### src/rtl/vdu_crtc.sv
// Character-clocked text VDU timing generator: de/hs/vs, character row and RAM address,
// with shadowed hardware scroll, blinking block cursor, sync polarity and frame-start strobe.
module vdu_crtc #(
    parameter int H_ACTIVE     = 80,
    parameter int H_FP         = 2,
    parameter int H_SYNC       = 12,
    parameter int H_BP         = 6,
    parameter int ROW_LINES    = 16,
    parameter int V_ROWS       = 30,
    parameter int V_FP         = 10,
    parameter int V_SYNC       = 2,
    parameter int V_BP         = 33,
    parameter int ADDR_W       = 13,
    parameter bit HS_POL       = 1'b1,
    parameter bit VS_POL       = 1'b1,
    parameter int CUR_START    = 14,
    parameter int CUR_END      = 15,
    parameter int BLINK_FRAMES = 16
) (
    input  logic                         clk,
    input  logic                         rst,
    input  logic                         ph0,
    input  logic                         sec_in,
    output logic                         ph1,
    output logic                         sec_out,
    input  logic                         start_addr_we,
    input  logic [ADDR_W-1:0]            start_addr_in,
    input  logic                         cursor_we,
    input  logic [ADDR_W-1:0]            cursor_addr_in,
    input  logic                         cursor_en,
    output logic                         de,
    output logic                         hs,
    output logic                         vs,
    output logic                         cursor,
    output logic                         frame_start,
    output logic [$clog2(ROW_LINES)-1:0] row_out,
    output logic [ADDR_W-1:0]            video_address
);

    localparam int H_TOTAL = H_ACTIVE + H_FP + H_SYNC + H_BP;
    localparam int V_VIS   = ROW_LINES * V_ROWS;
    localparam int V_TOTAL = V_VIS + V_FP + V_SYNC + V_BP;
    localparam int COL_W   = $clog2(H_TOTAL);
    localparam int ROW_W   = $clog2(ROW_LINES);
    localparam int LINE_W  = $clog2(V_ROWS);
    localparam int SCAN_W  = $clog2(V_TOTAL);
    localparam int BLINK_W = (BLINK_FRAMES > 1) ? $clog2(BLINK_FRAMES) : 1;

    localparam logic [COL_W-1:0]   COL_LAST     = COL_W'(H_TOTAL - 1);
    localparam logic [COL_W-1:0]   COL_DE_END   = COL_W'(H_ACTIVE);
    localparam logic [COL_W-1:0]   HS_BEGIN     = COL_W'(H_ACTIVE + H_FP);
    localparam logic [COL_W-1:0]   HS_END       = COL_W'(H_ACTIVE + H_FP + H_SYNC);
    localparam logic [ROW_W-1:0]   ROW_LAST     = ROW_W'(ROW_LINES - 1);
    localparam logic [LINE_W-1:0]  LINE_LAST    = LINE_W'(V_ROWS - 1);
    localparam logic [SCAN_W-1:0]  SCAN_LAST    = SCAN_W'(V_TOTAL - 1);
    localparam logic [SCAN_W-1:0]  SCAN_DE_END  = SCAN_W'(V_VIS);
    localparam logic [SCAN_W-1:0]  VS_BEGIN     = SCAN_W'(V_VIS + V_FP);
    localparam logic [SCAN_W-1:0]  VS_END       = SCAN_W'(V_VIS + V_FP + V_SYNC);
    localparam logic [ADDR_W-1:0]  STRIDE       = ADDR_W'(H_ACTIVE);
    localparam logic [BLINK_W-1:0] BLINK_LAST   = BLINK_W'(BLINK_FRAMES - 1);

    // One bit per scanline-in-cell: set where the cursor block is drawn.
    function automatic logic [ROW_LINES-1:0] cursor_rows();
        logic [ROW_LINES-1:0] m;
        m = '0;
        for (int i = 0; i < ROW_LINES; i++) m[i] = (i >= CUR_START) && (i <= CUR_END);
        return m;
    endfunction
    localparam logic [ROW_LINES-1:0] CUR_ROWS = cursor_rows();

    logic [1:0]         ph0_detect_q, ph0_detect_d;
    logic               ph1_q, ph1_d;
    logic               sec_out_q, sec_out_d;
    logic [COL_W-1:0]   col_q, col_d;
    logic [ROW_W-1:0]   row_q, row_d;
    logic [LINE_W-1:0]  line_q, line_d;
    logic [SCAN_W-1:0]  scan_q, scan_d;
    logic [ADDR_W-1:0]  line_base_q, line_base_d;
    logic [ADDR_W-1:0]  shadow_q, shadow_d;
    logic [ADDR_W-1:0]  cursor_addr_q, cursor_addr_d;
    logic [BLINK_W-1:0] frame_cnt_q, frame_cnt_d;
    logic               blink_on_q, blink_on_d;
    logic               de_q, de_d;
    logic               hs_q, hs_d;
    logic               vs_q, vs_d;
    logic               cursor_q, cursor_d;
    logic               frame_start_q, frame_start_d;
    logic [ROW_W-1:0]   row_out_q, row_out_d;
    logic [ADDR_W-1:0]  addr_q, addr_d;

    logic               tick;
    logic               de_next;
    logic               hs_act;
    logic               vs_act;
    logic [ADDR_W-1:0]  addr_next;

    assign tick = (ph0_detect_q == 2'b01);

    // line < V_ROWS is implied: line saturates at V_ROWS-1 and is only reloaded, never exceeded.
    assign de_next   = (col_q < COL_DE_END) && (scan_q < SCAN_DE_END);
    assign hs_act    = (col_q >= HS_BEGIN) && (col_q < HS_END);
    assign vs_act    = (scan_q >= VS_BEGIN) && (scan_q < VS_END);
    assign addr_next = line_base_q + ADDR_W'(col_q);

    always_comb begin
        // NOTE: every _d is given its hold value first, so no branch can leave a latch behind.
        ph0_detect_d  = {ph0_detect_q[0], ph0};
        ph1_d         = ph0_detect_q[0];
        sec_out_d     = sec_in;
        shadow_d      = start_addr_we ? start_addr_in : shadow_q;
        cursor_addr_d = cursor_we ? cursor_addr_in : cursor_addr_q;
        col_d         = col_q;
        row_d         = row_q;
        line_d        = line_q;
        scan_d        = scan_q;
        line_base_d   = line_base_q;
        frame_cnt_d   = frame_cnt_q;
        blink_on_d    = blink_on_q;
        de_d          = de_q;
        hs_d          = hs_q;
        vs_d          = vs_q;
        cursor_d      = cursor_q;
        row_out_d     = row_out_q;
        addr_d        = addr_q;
        frame_start_d = 1'b0;

        if (tick) begin
            de_d          = de_next;
            hs_d          = hs_act ? HS_POL : ~HS_POL;
            vs_d          = vs_act ? VS_POL : ~VS_POL;
            addr_d        = addr_next;
            row_out_d     = row_q;
            cursor_d      = cursor_en & blink_on_q & de_next
                          & (addr_next == cursor_addr_q) & CUR_ROWS[row_q];
            frame_start_d = (col_q == COL_LAST) && (scan_q == SCAN_LAST);

            if (col_q == COL_LAST) begin
                col_d = '0;
                if (scan_q == SCAN_LAST) begin
                    // shadow_d includes a write landing on this very clk, so it is not lost.
                    scan_d      = '0;
                    row_d       = '0;
                    line_d      = '0;
                    line_base_d = shadow_d;
                    if (BLINK_FRAMES != 0) begin
                        if (frame_cnt_q == BLINK_LAST) begin
                            frame_cnt_d = '0;
                            blink_on_d  = ~blink_on_q;
                        end else begin
                            frame_cnt_d = frame_cnt_q + 1'b1;
                        end
                    end
                end else begin
                    scan_d = scan_q + 1'b1;
                    if (row_q == ROW_LAST) begin
                        row_d = '0;
                        if (line_q != LINE_LAST) begin
                            line_d      = line_q + 1'b1;
                            line_base_d = line_base_q + STRIDE;
                        end
                    end else begin
                        row_d = row_q + 1'b1;
                    end
                end
            end else begin
                col_d = col_q + 1'b1;
            end
        end
    end

    always_ff @(posedge clk) begin
        // NOTE: state is only ever assigned with <=, so every flop samples pre-edge values.
        if (rst) begin
            ph0_detect_q  <= '0;
            ph1_q         <= 1'b0;
            sec_out_q     <= 1'b0;
            col_q         <= '0;
            row_q         <= '0;
            line_q        <= '0;
            scan_q        <= '0;
            line_base_q   <= '0;
            shadow_q      <= '0;
            cursor_addr_q <= '0;
            frame_cnt_q   <= '0;
            blink_on_q    <= 1'b1;
            de_q          <= 1'b0;
            hs_q          <= ~HS_POL;
            vs_q          <= ~VS_POL;
            cursor_q      <= 1'b0;
            frame_start_q <= 1'b0;
            row_out_q     <= '0;
            addr_q        <= '0;
        end else begin
            ph0_detect_q  <= ph0_detect_d;
            ph1_q         <= ph1_d;
            sec_out_q     <= sec_out_d;
            col_q         <= col_d;
            row_q         <= row_d;
            line_q        <= line_d;
            scan_q        <= scan_d;
            line_base_q   <= line_base_d;
            shadow_q      <= shadow_d;
            cursor_addr_q <= cursor_addr_d;
            frame_cnt_q   <= frame_cnt_d;
            blink_on_q    <= blink_on_d;
            de_q          <= de_d;
            hs_q          <= hs_d;
            vs_q          <= vs_d;
            cursor_q      <= cursor_d;
            frame_start_q <= frame_start_d;
            row_out_q     <= row_out_d;
            addr_q        <= addr_d;
        end
    end

    assign ph1           = ph1_q;
    assign sec_out       = sec_out_q;
    assign de            = de_q;
    assign hs            = hs_q;
    assign vs            = vs_q;
    assign cursor        = cursor_q;
    assign frame_start   = frame_start_q;
    assign row_out       = row_out_q;
    assign video_address = addr_q;

endmodule

### config.mk
export PLATFORM = sky130hd
export DESIGN_NAME = vdu_crtc
export DESIGN_NICKNAME = d
export VERILOG_FILES = /design/src/rtl/vdu_crtc.sv
export SDC_FILE = /design/constraint.sdc
export NUM_CORES = 1
export LEC_CHECK = 0
export CORE_ASPECT_RATIO = 1.1
export CORE_MARGIN = 5
export CORE_UTILIZATION = 39
export DETAILED_ROUTE_END_ITERATION = 8
export PLACE_DENSITY = 0.6
export SLEW_MARGIN = 5
export SYNTH_ARGS = -nofsm -noshare
export SYNTH_HDL_FRONTEND = slang
export SYNTH_SLANG_ARGS = --single-unit
### constraint.sdc
create_clock -name clk -period 5.2 [get_ports clk]
set_input_delay 0.52 -clock clk [delete_from_list [all_inputs] [get_ports clk]]
set_output_delay 0.52 -clock clk [all_outputs]
set_load 0.01 [all_outputs]
; ---- Word-level counts from Yosys, hierarchy flattened
; Memory sizes are Yosys's and may differ from the RTL's. A register that Yosys moved wholly into a read port is not among the register bits.
; Cells that the tools add are included.
[word_totals]
register_bits = 96
latch_bits = 0
ramBits = 0
romBits = 16
in_bits = 33
output_inout_bits = 24
elab_cells = 75
n_memories = 1
[classes]
add_sub_neg = 7
n_mul = 0
div = 0
order_cmp = 7
eq_ne = 7
shifts = 0
muxes = 17
bitwise = 6
reduce_logical = 11
[mem_list]
columns = memory, words, width, read_ports, rd_clocked_by_memory_dff, write_ports, line
row1 = (name not given), 16, 1, 1, 1, 0, 134  ; & (addr_next == cursor_addr_q) & CUR_ROWS[row_q];
[op_table]
columns = operator, count
row1 = $mux 13, 4
row2 = $lt 10x9->1 const B, 2
row3 = $mux 4, 5
row4 = $mux 5, 3
row5 = $lt 7x7->1 const B, 2
row6 = $add 13x7->13, 1
row7 = $add 13x7->13 const B, 1
row8 = $eq 13x13->1, 1
row9 = $add 10x1->10 const B, 1
row10 = $eq 10x10->1 const B, 1
row11 = $ge 10x9->1 const B, 1
row12 = $mux 10, 1
row13 = $add 4x1->4 const B, 2
row14 = $eq 4x4->1 const B, 2
row15 = $reduce_and 4->1, 2
row16 = $add 7x1->7 const B, 1
row17 = $eq 7x7->1 const B, 1
row18 = $ge 7x7->1 const B, 1
row19 = $mux 7, 1
row20 = $add 5x1->5 const B, 1
row21 = $lt 4x5->1 const B, 1
row22 = $ne 5x5->1 const B, 1
row23 = $and 1x1->1, 4
row24 = $logic_and 1x1->1, 4
row25 = other kinds (7), 11

; ---- Depth between registers and ports, before layout
[depth]
depth_word = 5
ltp_mapped = 11

; ---- Worst setup path before layout
; No wires, ideal clock.
[synth_timing]
path_type = register to register
from = register col_q[0]
to = register cursor_q (netlist: cursor)
setup_ns = 0.059
arrival_ns = 2.351
path_slack_ns = 2.790
path_stages_with_launch = 10
n_path_buf = 0
synth_period_minus_slack_ns = 2.410
cell_sequence = dfxtp_1 -> ha_1 -> inv_1 -> fa_1 -> xnor2_1 -> nor4_1 -> nand4_1 -> or4_1 -> nor4_1 -> a31o_1
[synth_between]
elab_chain_len = 5
[synth_lines]
columns = element, line
row1 = "start, declared", 74  ; logic [COL_W-1:0] col_q, col_d;
row2 = "start signal, assigned", 197  ; col_q <= col_d;
row3 = "parallel branches: the longest is 3 deep, another holds $add 13x7->13", -
row4 = $and 1x1->1 * (2 in a row), 134
row5 = "end signal, assigned", 209  ; cursor_q <= cursor_d;
row6 = "end, declared", 86  ; logic cursor_q, cursor_d;
; Mark *: on every way between the ends.
; A chain may end at the register's enable or synchronous reset.

; ---- Worst setup path after layout
; Same ends and word-level chain as after synthesis.

==> results.cfg <==
[logic_synthesis]
synth.area.top_cells = dfxtp_1 (42%), mux2i_1 (6.1%), nand2_1 (5.5%)
synth_top_area_share_pct = 41.5
synthCells = 534
synth_top_family_by_area = simple AND/OR/NAND/NOR gates
synthMuxAreaShare_pct = 6.78
synth-simple-area-share_pct = 21.9
synth.avg_cell_area_um2 = 8.67
synth.yosys.seq_area_share_pct = 41.5
synth_warnings = 0
synth_edf_count = 0
synth.distinct_cells = 60
synth_top_area_cell = dfxtp_1
synth_xor_area_share_pct = 8.13
synth_compound_area_share_pct = 13.5
ys_seq_elements = 96
synthesis.nets = 583
synth_fa_ha_area_share_pct = 4.49
synthFlopType = dfxtp_1
ys_async_sr_fraction_pct = 0
netlist_area_mm2 = 0.00463

[setup_path]
rr_worst_depth = 9
critPathKind = reg -> reg
worstSetupStartpoint = col_q[0]
start_kind = flip-flop
worstSetupEndpointType = flip-flop
worstPathRequired_ps = 5490
ff2ff_setup_slack_ps = 2470
cp_max_fo = 4
crit_arrival_ps = 3020
reg2reg_to = cursor
r2r-start = col_q[0]

[route]
vias = 3770
ant_nets = 0
post-route-drc-count = 0
wl_per_cell_um = 14.0
wl_mm = 10.2
drtIter0Drc = 202
viasPerCell = 5.19
first_pass_iters = 5

[flow_run]
cap_violations = 0

[power]
irDropWorstVdd_mv = 0.132
p_leak_nw = 2.10
p_clk_share_pct = 42.5
power.total_w = 0.00150
p_switching_w = 0.000326
power_frac_seq_pct = 50.7
powerDensity_mw_per_mm2 = 272
p_int_w = 0.00118
pwr-share-comb_pct = 6.8
switching_share_pct = 21.7

[sta]
finalCriticalPeriod_ps = 2730
setup_viol = 0
totalNegativeSetupSlack_ps = 0
finClkSkew_ps = 6.81
tightest_slew_ps = 856
drv_slew = 0
hold_viol = 0
post-route-period-util_pct = 52.4
hold_ws_ps = 452
max_freq_mhz = 367
max_slew_margin_pct = 42.7
rsz0062_at_grt = false

[cts]
cts_root_buf = clkbuf_16
htree_levels = 3
clk_path_buf_depth = 2
clkTransAtPathRegs_ps = 60
clk_latency_ps = 350
hold_buffers = 0
cts_tree = yes
cts_buffers = 9
clkSinkCount = 96
cts_setup_buffers = 0
cts_resized = 0

[worst_hold_path]
holdCritStartpoint = vs
min_path_type = reg -> reg
whs_path_depth = 2
hold_end = vs

[run_status]
status = finished clean

[place]
place_congestion = 0.807
port_buffers = 56
dp_hpwl_mm = 7.31

[final_layout]
multi_input_area_mm2 = 0.00253
mostFrequentLayoutCell = dfxtp_1
post-route-util_pct = 48.0
area_growth_pct = 19.6
layout-drive-gt1-share_pct = 5.73
mostFrequentLayoutCells = dfxtp_1 (96), nand2_1 (68), nor2_1 (66)
diodes = 0
fin_nets = 620
fillCellCount = 1138
ff_latch_area_mm2 = 0.00192

[global_route]
track_usage_pct = 14.7
grt_first_pass_wirelength_mm = 17.0
overflow = 0
grt_antenna_before_repair = 0
grt_pass1_vias = 3456
grt_max_degree = 83

[die]
die_area_mm2 = 0.0142
io_pins = 57
rows = 41
die_h_um = 124
die_w_um = 114
start_util_pct = 40.1
core_mm2 = 0.0115
-- logic make-up (layout without fill, tap and decap cells) --
logic type | after synthesis | after routing
buf+inv | 42 | 84
flops | 96 | 96
xor+xnor | 39 | 39
mux | 31 | 31
compound gates | 101 | 101
simple gates | 209 | 209
fa+ha+maj | 16 | 16
-- worst max-delay path: stages (launching register included) --
cell     delay (ps)
dfxtp_1         400
ha_1            200
inv_1            60
fa_1            480
xnor2_1         150
nor4_1          250
nand4_1         150
or4_1           530
nor4_1          280
a31o_1          170
-- cell usage after synthesis (8+ instances only) --
cell,instances
dfxtp_1,96
nand2_1,68
nor2_1,66
a21oi_1,40
mux2i_1,28
xor2_1,21
o21ai_0,20
clkbuf_1,19
ha_1,15
nand4_1,15
xnor2_1,15
a211oi_1,10
nor3_1,10
inv_1,9
buf_1,8
nand3_1,8
-- sequential cells by signal, summed over array words and instances, names as in the netlist, 4 cells and up, named ones only --
register,count
cursor_addr_q,13
line_base_q,13
shadow_q,13
video_address,13
scan_q,10
col_q,7
line_q,5
frame_cnt_q,4
row_out,4
row_q,4
-- stage by stage --
| step | worst slack, ps | std cells | area, um^2 |
|---|---|---|---|
| 2_1_floorplan | 2790 | 534 | 4630 |
| 3_3_place_gp | 2570 | 710 | 5260 |
| 3_5_place_dp | 2510 | 710 | 5260 |
| 4_1_cts | 2440 | 726 | 5540 |
| 5_1_grt | 2320 | 726 | 5540 |
| 6_report | 2470 | 726 | 5540 |
-- final cells by class --
| class | instances | area share (%) |
|---|---|---|
| Timing Repair Buffer | 59 | 10.4 |
| Inverter | 9 | 0.610 |
| Clock inverter | 4 | 0.813 |
| Tap cell | 150 | 3.39 |
| Sequential cell | 96 | 34.7 |
| Multi-Input combinational cell | 396 | 45.8 |
| Clock buffer | 12 | 4.27 |
-- per-layer routing --
layer	track usage [%]	share of wire, %
met2	23.5	46
met5	0	0
met4	5.59	1.9
met1	19.3	47
met3	3.06	4.6
-- worst max-delay path by stage --
stage,end
after floorplan,cursor
after global placement,cursor
after detailed placement,cursor
after CTS,cursor
after global routing,frame_cnt_q[3]
final,cursor
-- power by group through the flow --
stage	clock network, W	logic (W)	registers (W)
CTS	0.000659	0.000104	0.000763
detailed placement	0	0.000104	0.000779
finish	0.000639	0.000102	0.000763
global route	0.000686	0.000113	0.000764
floorplan	0	0.0000578	0.000779
global placement	0	0.000103	0.000779
(Power assumes the default switching activity.)
==> RTL edit (config.mk and constraints unchanged) <==
Remove the register `sec_out_q`: a continuous assignment takes its place, so the output `sec_out` follows one clock earlier.
--- a/src/rtl/vdu_crtc.sv
+++ b/src/rtl/vdu_crtc.sv
@@ -175,3 +175,2 @@
             ph1_q         <= 1'b0;
-            sec_out_q     <= 1'b0;
             col_q         <= '0;
@@ -195,3 +194,2 @@
             ph1_q         <= ph1_d;
-            sec_out_q     <= sec_out_d;
             col_q         <= col_d;
@@ -215,2 +213,4 @@
 
+    assign sec_out_q = sec_out_d;
+
     assign ph1           = ph1_q;
Function: changed (a bounded check fails within 4 cycles, from zero or initial values and one cycle with rst high).
==> RTL edit against the unedited design <==
Power shrank 2.3%. Area after synthesis grew 0.70%. Cell count grew 1.7%. First-iteration DRC count grew 28%. Sequential cell count shrank 1. Final area shrank 0.25%. Setup slack lost 0.59 ns. Wire length grew 3.7%. Critical path type unchanged. Highest routed layer unchanged.
==> RTL edit: results (changes against the unedited design) <==
syn nets=591 (was 583); Distinct cells, synth=62 (was 60); GR Util met1=0.189 (was 0.193); most instantiated cells after synthesis=dfxtp_1, nor2_1, nand2_1 (was dfxtp_1, nand2_1, nor2_1); worst-margin pin slew=1.02 ns (was 0.856 ns); global-route wire length before repair=18200 um (was 17000 um); most area-consuming cells after synthesis=dfxtp_1, nor2_1, mux2i_1 (was dfxtp_1, mux2i_1, nand2_1); Setup WS pre-CTS=1.87 ns (was 2.51 ns); met3 Use GR=0.0428 (was 0.0306); Crit-path slowest cell=and2b_1 (was or4_1); CP Max Fanout=30 (was 4); Placer Congestion=0.850 (was 0.807); Post-Syn Instances=542 (was 534); Critical R2R Capture=line_q[4]$_SDFFE_PP0P_ (was cursor$_SDFFE_PP0N_); final hold slack=0.455 ns (was 0.452 ns); met3 WL=491 um (was 472 um); largest net degree at the start of global routing=76 (was 83); Via density=5.22 (was 5.19); Post-Synth XOR/XNOR Area=0.0751 (was 0.0813); clock skew=0.00989 ns (was 0.00681 ns); DR iter-0 viols=259 (was 202); Nets=628 (was 620); GRT Resource Usage Total=0.156 (was 0.147); Metal-1 WL=4690 um (was 4800 um); status=finished, final reports clean (unchanged); FF-to-FF path depth=7 (was 9); met2 wire length=5140 um (was 4730 um); mux cell area share after synthesis=0.0628 (was 0.0678); arrival time worst endpoint=3.54 ns (was 3.02 ns); final wirelength=10600 um (was 10200 um); Critical Path Max Stage Delay=0.86 ns (was 0.53 ns); post-detail-place hpwl=7590 um (was 7310 um); Placement Cell Area=5250 um^2 (was 5260 um^2); final cell count without fillers=738 (was 726); placed cells=722 (was 710); maximum VDD drop=136 uV (was 132 uV); LEAKAGE=0.00207 uW (was 0.00210 uW); 1st-pass router iterations=4 (was 5); Reg-to-Reg Start=ph0_detect_q[1]$_SDFF_PP0_ (was col_q[0]$_SDFFE_PP0N_)
==> RTL edit: changes by cell type after synthesis, moves of 3 or more <==
cell / before / now
nor2_1: 66 / 77
and3_1: 6 / 1
nand4_1: 15 / 11
xnor2_1: 15 / 19
a2111oi_2: 0 / 3
a21oi_1: 40 / 43
and2_1: 0 / 3
buf_1: 8 / 5
clkbuf_1: 19 / 16
nor2b_1: 5 / 8
nor3_1: 10 / 7
==> RTL edit: worst register-to-register path, delay by kind of cell, from the launching register on <==
family	cells	cell delay, ns
and+or+nand+nor	6	2.71
xor gates and xnor gates	1	0.18
DFF	1	0.31
==> RTL edit: final cells by class <==
type | count | area [um^2]
fillers | 1192 | 6350
clock buffers | 12 | 246
multi-input cells | 408 | 2560
clock inverters | 4 | 31.3
flip-flops and latches | 95 | 1900
repair buffers | 57 | 558
well taps | 154 | 193
inverters | 8 | 30.0
==> RTL edit: how the worst max path moves through the flow <==
stage	start	end	slack (ns)	cells after the start
2_1_floorplan	col_q[0]$_SDFFE_PP0N_	cursor$_SDFFE_PP0N_	2.52	11
3_3_place_gp	ph0_detect_q[1]$_SDFF_PP0_	line_base_q[4]$_SDFFE_PP0P_	1.98	7
3_5_place_dp	ph0_detect_q[1]$_SDFF_PP0_	line_q[4]$_SDFFE_PP0P_	1.87	7
4_1_cts	ph0_detect_q[1]$_SDFF_PP0_	line_q[4]$_SDFFE_PP0P_	1.84	7
5_1_grt	ph0_detect_q[1]$_SDFF_PP0_	line_q[4]$_SDFFE_PP0P_	1.57	7
6_report	ph0_detect_q[1]$_SDFF_PP0_	line_q[4]$_SDFFE_PP0P_	1.89	7
==> RTL edit: power breakdown <==
| part | switching (uW) | internal [uW] |
|---|---|---|
| Sequential | 11.3 | 745 |
| Combinational | 48.1 | 52.4 |
| Clock | 275 | 338 |
| Total | 334 | 1140 |
